==> config.mk <==
export PLATFORM = sky130hd
export DESIGN_NAME = clock_time_counter
export DESIGN_NICKNAME = d
export VERILOG_FILES = /design/src/rtl/clock_time_counter.sv
export SDC_FILE = /design/constraint.sdc
export NUM_CORES = 1
export LEC_CHECK = 0
export ABC_AREA = 1
export CAP_MARGIN = 20
export CORE_MARGIN = 4
export CORE_UTILIZATION = 57
export DETAILED_ROUTE_END_ITERATION = 10
export DONT_BUFFER_PORTS = 1
export PLACE_DENSITY = 0.79
export REMOVE_ABC_BUFFERS = 1
export SLEW_MARGIN = 0
export SYNTH_ARGS = -nofsm -noshare
export SYNTH_HDL_FRONTEND = slang
export SYNTH_SLANG_ARGS = --single-unit
==> constraint.sdc <==
create_clock -name i_clk -period 1.5 [get_ports i_clk]
set_input_delay 0.3 -clock i_clk [delete_from_list [all_inputs] [get_ports i_clk]]
set_output_delay 0.3 -clock i_clk [all_outputs]
set_load 0.01 [all_outputs]
==> src/rtl/clock_time_counter.sv <==
// Time-of-day counter in packed BCD with a tick prescaler and a set mode driven by button pulses.
// CLOCK_12H_EN selects 12-hour format with a live PM flag; when it is undefined, hours run 00-23.
module clock_time_counter #(
  parameter int unsigned TICK_DIV = 1
) (
  input  logic       i_clk,
  input  logic       i_reset,
  input  logic       i_tick,
  input  logic       i_set_en,
  input  logic       i_inc_min,
  input  logic       i_inc_hr,
  output logic [7:0] o_sec_bcd,
  output logic [7:0] o_min_bcd,
  output logic [7:0] o_hr_bcd,
  output logic       o_pm,
  output logic       o_day_tick
);

`ifdef CLOCK_12H_EN
  localparam bit         HR12     = 1'b1;
  localparam logic [7:0] HR_RESET = 8'h12;
  localparam logic [7:0] HR_LAST  = 8'h11;
`else
  localparam bit         HR12     = 1'b0;
  localparam logic [7:0] HR_RESET = 8'h00;
  localparam logic [7:0] HR_LAST  = 8'h23;
`endif

  localparam logic [7:0] PRESC_MAX = 8'(TICK_DIV - 1);

  logic [7:0] presc_q, presc_d;
  logic [7:0] sec_q, sec_d;
  logic [7:0] min_q, min_d;
  logic [7:0] hr_q, hr_d;
  logic       pm_q, pm_d;
  logic       day_q, day_d;

  function automatic logic [7:0] bcd_inc(input logic [7:0] v);
    if (v[3:0] == 4'd9) return {v[7:4] + 4'd1, 4'd0};
    else                return {v[7:4], v[3:0] + 4'd1};
  endfunction

  function automatic logic [7:0] ms_inc(input logic [7:0] v);
    return (v == 8'h59) ? 8'h00 : bcd_inc(v);
  endfunction

  // 12-hour sequence is 12, 01 .. 11; 24-hour sequence is 00 .. 23.
  function automatic logic [7:0] hr_inc(input logic [7:0] v);
    if (HR12) return (v == 8'h12) ? 8'h01 : bcd_inc(v);
    else      return (v == 8'h23) ? 8'h00 : bcd_inc(v);
  endfunction

  always_comb begin
    presc_d = presc_q;
    sec_d   = sec_q;
    min_d   = min_q;
    hr_d    = hr_q;
    pm_d    = pm_q;
    day_d   = 1'b0;
    if (i_set_en) begin
      presc_d = 8'd0;
      sec_d   = 8'h00;
      if (i_inc_min) min_d = ms_inc(min_q);
      if (i_inc_hr) begin
        hr_d = hr_inc(hr_q);
        if (HR12 && hr_q == 8'h11) pm_d = ~pm_q;
      end
    end else if (i_tick) begin
      if (presc_q == PRESC_MAX) begin
        presc_d = 8'd0;
        sec_d   = ms_inc(sec_q);
        if (sec_q == 8'h59) begin
          min_d = ms_inc(min_q);
          if (min_q == 8'h59) begin
            hr_d = hr_inc(hr_q);
            if (HR12 && hr_q == 8'h11) pm_d = ~pm_q;
            // Midnight: last hour of the day, and in 12-hour mode only the PM half.
            day_d = (hr_q == HR_LAST) && (!HR12 || pm_q);
          end
        end
      end else begin
        presc_d = 8'(presc_q + 8'd1);
      end
    end
  end

  always_ff @(posedge i_clk) begin
    if (i_reset) begin
      presc_q <= 8'd0;
      sec_q   <= 8'h00;
      min_q   <= 8'h00;
      hr_q    <= HR_RESET;
      pm_q    <= 1'b0;
      day_q   <= 1'b0;
    end else begin
      presc_q <= presc_d;
      sec_q   <= sec_d;
      min_q   <= min_d;
      hr_q    <= hr_d;
      pm_q    <= pm_d;
      day_q   <= day_d;
    end
  end

  assign o_sec_bcd  = sec_q;
  assign o_min_bcd  = min_q;
  assign o_hr_bcd   = hr_q;
  assign o_pm       = pm_q;
  assign o_day_tick = day_q;

endmodule
**Word-level counts from Yosys, hierarchy flattened**

Index checks and enable logic that the tools add are counted.

- $add $sub $neg: 7
- Equal/unequal tests: 8
- Muxes and demuxes: 18
- Bitwise logic cells: 4
- Reductions and logical operators: 12

Operators by type and width:

| operator | count |
|---|---|
| two-way mux 8 bit | 18 |
| adder 4 x 1 -> 4 bit (second input constant) | 6 |
| == test 8 x 7 -> 1 bit (second input constant) | 2 |
| == test 4 bit (second input constant) | 3 |
| nonzero test 2 bit | 5 |
| adder 8 x 1 -> 8 bit (second input constant) | 1 |
| == test 8 x 6 -> 1 bit (second input constant) | 1 |
| logical NOT 8 bit | 1 |
| OR reduction 6 bit | 1 |
| AND reduction 5 bit | 1 |
| != test 2 x 1 -> 1 bit (second input constant) | 2 |
| inverter 1 bit | 4 |
| AND reduction 4 bit | 1 |
| AND reduction 3 bit | 1 |
| AND reduction 2 bit | 1 |
| OR reduction 2 bit | 1 |

- Register bits: 33
- Bits of input ports: 6
- Output and inout port bits: 26
- Word-level logic and storage cells: 55

**Logic depth before layout (Yosys ltp)**

Gate-level depths: netlist of run 1.

- Word-level depth: 8
- Gate-level depth with buffers: 11

**Least setup slack after synthesis of run 1**

Ideal clock, no wire load.

- Path type: reg-to-reg
- Start: register min_q[0], in the netlist o_min_bcd[0]
- End: register hr_q[5], in the netlist o_hr_bcd[5]
- Setup time: 0.113 ns
- Arrival time: 1.361 ns
- Slack: 0.026 ns
- Cell stages (with the launch flop): 11
- Period minus slack after synthesis: 1.474 ns
- Cells stage by stage: dfxtp_1 -> ha_1 -> nand3_1 -> nor2_2 -> nand2_2 -> nand2_4 -> nand2_4 -> nor2_8 -> nand2_1 -> nand2_1 -> nor2_1

- Word-level cells in the longest chain between the ends: 3

Ends and longest elaborated chain:

| what | line | source |
|---|---|---|
| start: declaration | 33 | `logic [7:0] min_q, min_d;` |
| start signal: assignment | 98 | `min_q <= min_d;` |
| == test 8 x 7 -> 1 bit | 74 | `if (min_q == 8'h59) begin` |
| nonzero test 2 bit (no line) | - |  |
| AND reduction 5 bit (no line) | - |  |
| end signal: assignment | 99 | `hr_q <= hr_d;` |
| end: declaration | 34 | `logic [7:0] hr_q, hr_d;` |

Every way passes these cells.
A chain may end at the register's enable or synchronous reset.

**Final worst setup path of run 1**

- Start: register sec_q[1], in the netlist o_sec_bcd[1]
- End: register min_q[4], in the netlist o_min_bcd[4]

- Word-level cells in the longest chain between the ends: 3

Ends and longest elaborated chain:

| what | line | source |
|---|---|---|
| start: declaration | 32 | `logic [7:0] sec_q, sec_d;` |
| start signal: assignment | 90 | `sec_q <= 8'h00;` |
| start signal: assignment | 97 | `sec_q <= sec_d;` |
| == test 8 x 7 -> 1 bit | 72 | `if (sec_q == 8'h59) begin` |
| nonzero test 2 bit (no line) | - |  |
| AND reduction 4 bit (no line) | - |  |

Every way passes these cells.

==> flow_metrics.env, run 1 <==
export IMPL_dpl_cell_count=346
export IMPL_worstSetupPathType="flop to flop"
export IMPL_rows=21
export IMPL_core_um2=3390
export IMPL_port_buffers=0
export IMPL_root_buffer="clkbuf_4"
export IMPL_yosysWarnings=0
export IMPL_synth_top_cell_by_area="dfxtp_1"
export IMPL_clkLatencyLatePin_ns=0.34
export IMPL_cts_made_buffers=5
export IMPL_fin_skew_ns=0.00972
export IMPL_fin_cells=361
export IMPL_reg2reg_to="o_min_bcd[4]"
export IMPL_htreeDepth=2
export IMPL_end_kind="flop"
export IMPL_fin_ws_ns=-0.00985
export IMPL_wirelength_um=4550
export IMPL_ant_nets=0
export IMPL_routed_top_layer="met4"
export IMPL_max_stage_delay_ns=0.34
export IMPL_gp_congestion=0.832
export IMPL_critPathMostFrequentCell="nand2_4"
export IMPL_critPathLaunchType="flop"
export IMPL_hold_depth=1
export IMPL_nNetsFinal=334
export IMPL_ys_flop_type="dfxtp_1"
export IMPL_path_cells="inv_2 -> ha_4 -> nand2_4 -> nor2_4 -> nand2_4 -> o21ai_4 -> nand3_1 -> a21oi_1"
export IMPL_overflow=0
export IMPL_diodes=0
export IMPL_reg2reg_from="o_sec_bcd[1]"
export IMPL_fp_dieArea_um2=4600
export IMPL_wl_met1_um=1910
export IMPL_clk_pin_slew_ns=0.11
export IMPL_fmax_mhz=662
export IMPL_yosys_cell_count_top_type="nand2_1"
export IMPL_required_ns=1.76
export IMPL_status="complete, but fails checks"
export IMPL_netlist_cell_type_count=39
export IMPL_yosysSeqAreaShare_pct=32.4
export IMPL_final_hold_viol_count=0
export IMPL_fp_dieH_um=67.8
export IMPL_syn_inst=278
export IMPL_violations="setup timing"
export IMPL_synth_top_cell_area_share_pct=32.4
export IMPL_ff2ff_path_depth=8
export IMPL_wl_met3_um=189
export IMPL_grt_start_max_net_pins=14
export IMPL_synth_edf_count=0
export IMPL_power_leakage_nw=1.14
export IMPL_num_vias=1843
export IMPL_synth_area_top_cells="dfxtp_1, nand2_1, ha_1"
export IMPL_wire_per_inst_um=12.6
export IMPL_min_to="o_min_bcd[7]"
export IMPL_drc=0
export IMPL_ir_drop_mv=0.660
export IMPL_max_cap_violations=0
export IMPL_finalCritPeriodShare_pct=101
export IMPL_place_ws_ns=-0.0159
export IMPL_synth_async_reset_ratio_pct=0
export IMPL_cts_sinks=33
export IMPL_powerDensity_nw_per_um2=723
export IMPL_yosys_top_cells_count="nand2_1, nor2_1, dfxtp_1"
export IMPL_crit_arrival_ns=1.77
export IMPL_ctsLongestPathBuffers=2
export IMPL_rsz0062_at_grt="true"
export IMPL_drt_first_iter_violations=83
export IMPL_grt_first_pass_wirelength_um=7180
export IMPL_drtPass1Iterations=4
export IMPL_first_global_vias=1723
export IMPL_min_period_ns=1.51
export IMPL_io_pins=32
export IMPL_antenna_found_initial=0
export IMPL_cts_tree="built"
export IMPL_grt_usage_pct=20.5
export IMPL_wl_met2_um=2360
export IMPL_synth_seq_cells=33
export IMPL_syn_area_um2=2040
export IMPL_final_max_slew_violation_count=0
export IMPL_dp_hpwl_um=3100
export IMPL_power_total_mw=1.86
export IMPL_setup_viol=1
export IMPL_vias_per_cell=5.11
export IMPL_start_util_pct=60.2
export IMPL_die_w_um=67.8
export IMPL_cts_hold_buffers=0
export IMPL_crit_slowest_cell="dfxtp_2"
export IMPL_layout_drive_gt1_share_pct=34.6
export IMPL_area_growth_pct=25.9
export IMPL_hp_start="i_reset"
export IMPL_critPathMaxFanout=5
export IMPL_avgSynthCellArea_um2=7.34
export IMPL_hold_path_class="input pin to flop"
export IMPL_fin_util_pct=75.7
export IMPL_timing_reg2reg_setup_slack_ns=-0.01
==> final cells by class <==
cell class | count | area, um^2
multi-input cells | 201 | 1350
fillers | 228 | 822
flip-flops and latches | 33 | 669
repair buffers | 31 | 236
inverters | 42 | 165
well taps | 46 | 57.6
clock buffers | 7 | 55.1
clock inverters | 1 | 30.0
==> cell families after synthesis <==
logic type / after synthesis / share of synthesized area [%]
DFF: 33 / 32.4
other: 1 / 0.184
and+or+nand+nor: 149 / 38.0
adders and majority gates: 14 / 8.59
xor gates and xnor gates: 6 / 2.58
buffers and inverters: 44 / 8.71
AOI/OAI and AO/OA: 31 / 9.57
==> cell usage in the layout (no fill, tap or decap), types with 8 or more instances in the layout <==
master   instances
nor2_1          45
a21oi_1          8
inv_1           26
nand3_1         14
nand2_1         42
inv_2           11
dfxtp_1         26
buf_4           30
nand2_2         12
ha_1            11
==> routing by layer <==
metal | up-vias | GRT usage [%]
li1 | 951 | -
met2 | 35 | 37.5
met5 | - | 0
met3 | 11 | 5.58
met1 | 846 | 23.0
met4 | 0 | 6.20
==> repair_timing <==
item	4_1_cts	5_1_grt
setup endpoints to repair	11	24
pin swaps	6	15
gates cloned	0	0
buffers inserted	3	4
resized for setup	10	36
==> metrics by stage <==
stage / instance area [um^2] / setup TNS [ns] / hold slack, ns
floorplan: 2030 / 0 / 0.369
global placement: 2260 / 0 / 0.371
detailed placement: 2260 / -0.0422 / 0.372
CTS: 2400 / 0 / 0.00549
global route: 2570 / -0.751 / -0.000676
finish: 2570 / -0.00985 / 0.00321
==> worst max-delay path, delay by kind of cell, from the launching register on <==
kind	cells	cell delay, ns
flops	1	0.34
compound gates	2	0.43
buf+inv	1	0.07
simple gates	4	0.45
fa+ha+maj	1	0.13
==> worst max-delay path by stage <==
stage,from,endpoint
2_1_floorplan,o_min_bcd[0],o_hr_bcd[5]
3_3_place_gp,presc_q[0],o_hr_bcd[5]
3_5_place_dp,o_hr_bcd[0],o_hr_bcd[5]
4_1_cts,presc_q[1],o_hr_bcd[5]
5_1_grt,o_sec_bcd[1],o_min_bcd[4]
6_report,o_sec_bcd[1],o_min_bcd[4]
==> flip-flops by register name, indices dropped and copies added (netlist names) <==
signal,cells
presc_q,8
o_min_bcd,8
o_day_tick,1
o_hr_bcd,8
o_sec_bcd,8
==> report_power, final <==
part | switching [mW] | internal [mW]
clock network | 0.312 | 0.398
registers | 0.0162 | 0.894
logic | 0.146 | 0.0894
Note: power is estimated with default switching activity, not from simulation.
==> run 2, diff against run 1 <==
--- a/config.mk
+++ b/config.mk
@@ -7,12 +7,14 @@
 export LEC_CHECK = 0
 export ABC_AREA = 1
 export CAP_MARGIN = 20
+export CORE_ASPECT_RATIO = 1.1
 export CORE_MARGIN = 4
 export CORE_UTILIZATION = 57
 export DETAILED_ROUTE_END_ITERATION = 10
 export DONT_BUFFER_PORTS = 1
 export PLACE_DENSITY = 0.79
 export REMOVE_ABC_BUFFERS = 1
+export SKIP_LAST_GASP = 1
 export SLEW_MARGIN = 0
 export SYNTH_ARGS = -nofsm -noshare
 export SYNTH_HDL_FRONTEND = slang
==> flow_metrics.env, run 2 (synthesis results as in run 1) <==
export IMPL_drt_first_iter_violations=90
export IMPL_hold_path_class="input pin to flop"
export IMPL_num_vias=1864
export IMPL_cts_made_buffers=5
export IMPL_final_common_cell="nand2_1"
export IMPL_fp_dieArea_um2=4600
export IMPL_area_growth_pct=21.0
export IMPL_fmax_mhz=669
export IMPL_drtPass1Iterations=4
export IMPL_rows=22
export IMPL_ff_latch_area_um2=666
export IMPL_rsz0062_at_grt="true"
export IMPL_crit_slowest_cell="dfxtp_2"
export IMPL_finalCritPeriodShare_pct=99.6
export IMPL_end_kind="flop"
export IMPL_drc=0
export IMPL_critPathMaxFanout=7
export IMPL_start_util_pct=60.2
export IMPL_nNetsFinal=337
export IMPL_htreeDepth=2
export IMPL_worstSetupPathType="flop to flop"
export IMPL_grt_usage_pct=19.3
export IMPL_core_um2=3390
export IMPL_cts_hold_buffers=0
export IMPL_multi_input_comb_area_um2=1270
export IMPL_vias_per_cell=5.09
export IMPL_layout_common_cells="nand2_1, nor2_1, buf_4"
export IMPL_gp_congestion=0.797
export IMPL_powerDensity_nw_per_um2=654
export IMPL_layout_drive_gt1_share_pct=31.4
export IMPL_min_period_ns=1.49
export IMPL_clkLatencyLatePin_ns=0.33
export IMPL_required_ns=1.74
export IMPL_wire_per_inst_um=11.8
export IMPL_max_stage_delay_ns=0.34
export IMPL_grt_start_max_net_pins=14
export IMPL_overflow=0
export IMPL_fin_skew_ns=0.00576
export IMPL_diodes=0
export IMPL_fin_util_pct=72.9
export IMPL_critPathLaunchType="flop"
export IMPL_clk_pin_slew_ns=0.10
export IMPL_final_max_slew_violation_count=0
export IMPL_path_cells="inv_2 -> ha_4 -> inv_2 -> nor2_4 -> nand3_4 -> nand2_8 -> nand2_8 -> nor2_8 -> nand2_1 -> nand2_1 -> nor2_1"
export IMPL_port_buffers=0
export IMPL_crit_buf_inv=2
export IMPL_max_cap_violations=0
export IMPL_tns_ns=0
export IMPL_cts_sinks=33
export IMPL_root_buffer="clkbuf_4"
export IMPL_ctsLongestPathBuffers=2
export IMPL_dp_hpwl_um=3160
export IMPL_antenna_found_initial=0
export IMPL_first_global_vias=1697
export IMPL_crit_arrival_ns=1.73
export IMPL_grt_first_pass_wirelength_um=7140
export IMPL_io_pins=32
export IMPL_fill_cells=281
export IMPL_critPathTopFamily="simple AND/OR/NAND/NOR gates"
export IMPL_ir_drop_mv=0.532
export IMPL_fin_cells=366
export IMPL_wirelength_um=4330
export IMPL_power_total_mw=1.61
export IMPL_final_hold_viol_count=0
export IMPL_ant_nets=0
export IMPL_fp_dieH_um=70.7
export IMPL_cts_tree="built"
export IMPL_setup_viol=0
export IMPL_die_w_um=65.0
export IMPL_dpl_cell_count=348
export IMPL_power_leakage_nw=1.10
export IMPL_status="completed"
==> run 2: cell count changes in the layout (fill, tap and decap cells not counted), moves of 2 or more <==
cell / change
nor2_2: +3
dfxtp_2: -3
a21oi_1: +2
nor2_4: -2
nand2_1: +5
dfxtp_1: +3
a21oi_2: -2
inv_2: +2
inv_1: -2
buf_4: +3
clkbuf_1: +2
nand2_2: -3
==> run 2: cell type report <==
type / instances / area share [%]
clock buffer: 8 / 1.98
inverter: 42 / 6.74
sequential: 33 / 27.0
tap: 48 / 2.43
timing repair buffer: 34 / 10.5
multi-input combinational: 201 / 51.4
==> run 2: path summary, 6_finish.rpt <==
| kind | start | endpoint | slack, ns | depth (start not counted) |
|---|---|---|---|---|
| max reg2reg | presc_q[0] | o_hr_bcd[5] | 0.006 | 11 |
| max | presc_q[0] | o_hr_bcd[5] | 0.006 | 11 |
| min | i_reset | o_min_bcd[4] | 0.02 | 1 |
| min reg2reg | o_min_bcd[2] | o_min_bcd[2] | 0.48 | 2 |
==> run 2: repair_timing <==
action	4_1_cts	5_1_grt
setup endpoints to repair	3	26
pin swaps	1	13
resized for setup	0	28
buffers inserted	1	9
hold endpoints to repair	0	2
==> run 2: power breakdown <==
part | internal [mW] | switching [mW]
Combinational | 0.0860 | 0.141
Clock | 0.187 | 0.293
Sequential | 0.893 | 0.0144
==> run 2: per-stage QoR <==
step                hold WS (ns)  setup slack (ns)  instance area (um^2)
floorplan                  0.369            0.0231                  2030
global placement           0.370            0.0324                  2270
detailed placement         0.372            0.0113                  2270
CTS                    0.0000222          0.000673                  2320
global route            -0.00673            -0.103                  2470
finish                    0.0164           0.00559                  2470
==> run 2: routing by layer <==
metal / vias to the layer above / part of all wire (%) / global-route usage (%)
met4: 0 / 1.4 / 6.91
met3: 6 / 5.5 / 6.51
met1: 857 / 44 / 22.1
met5: - / 0 / 0
li1: 962 / - / -
met2: 39 / 50 / 33.1
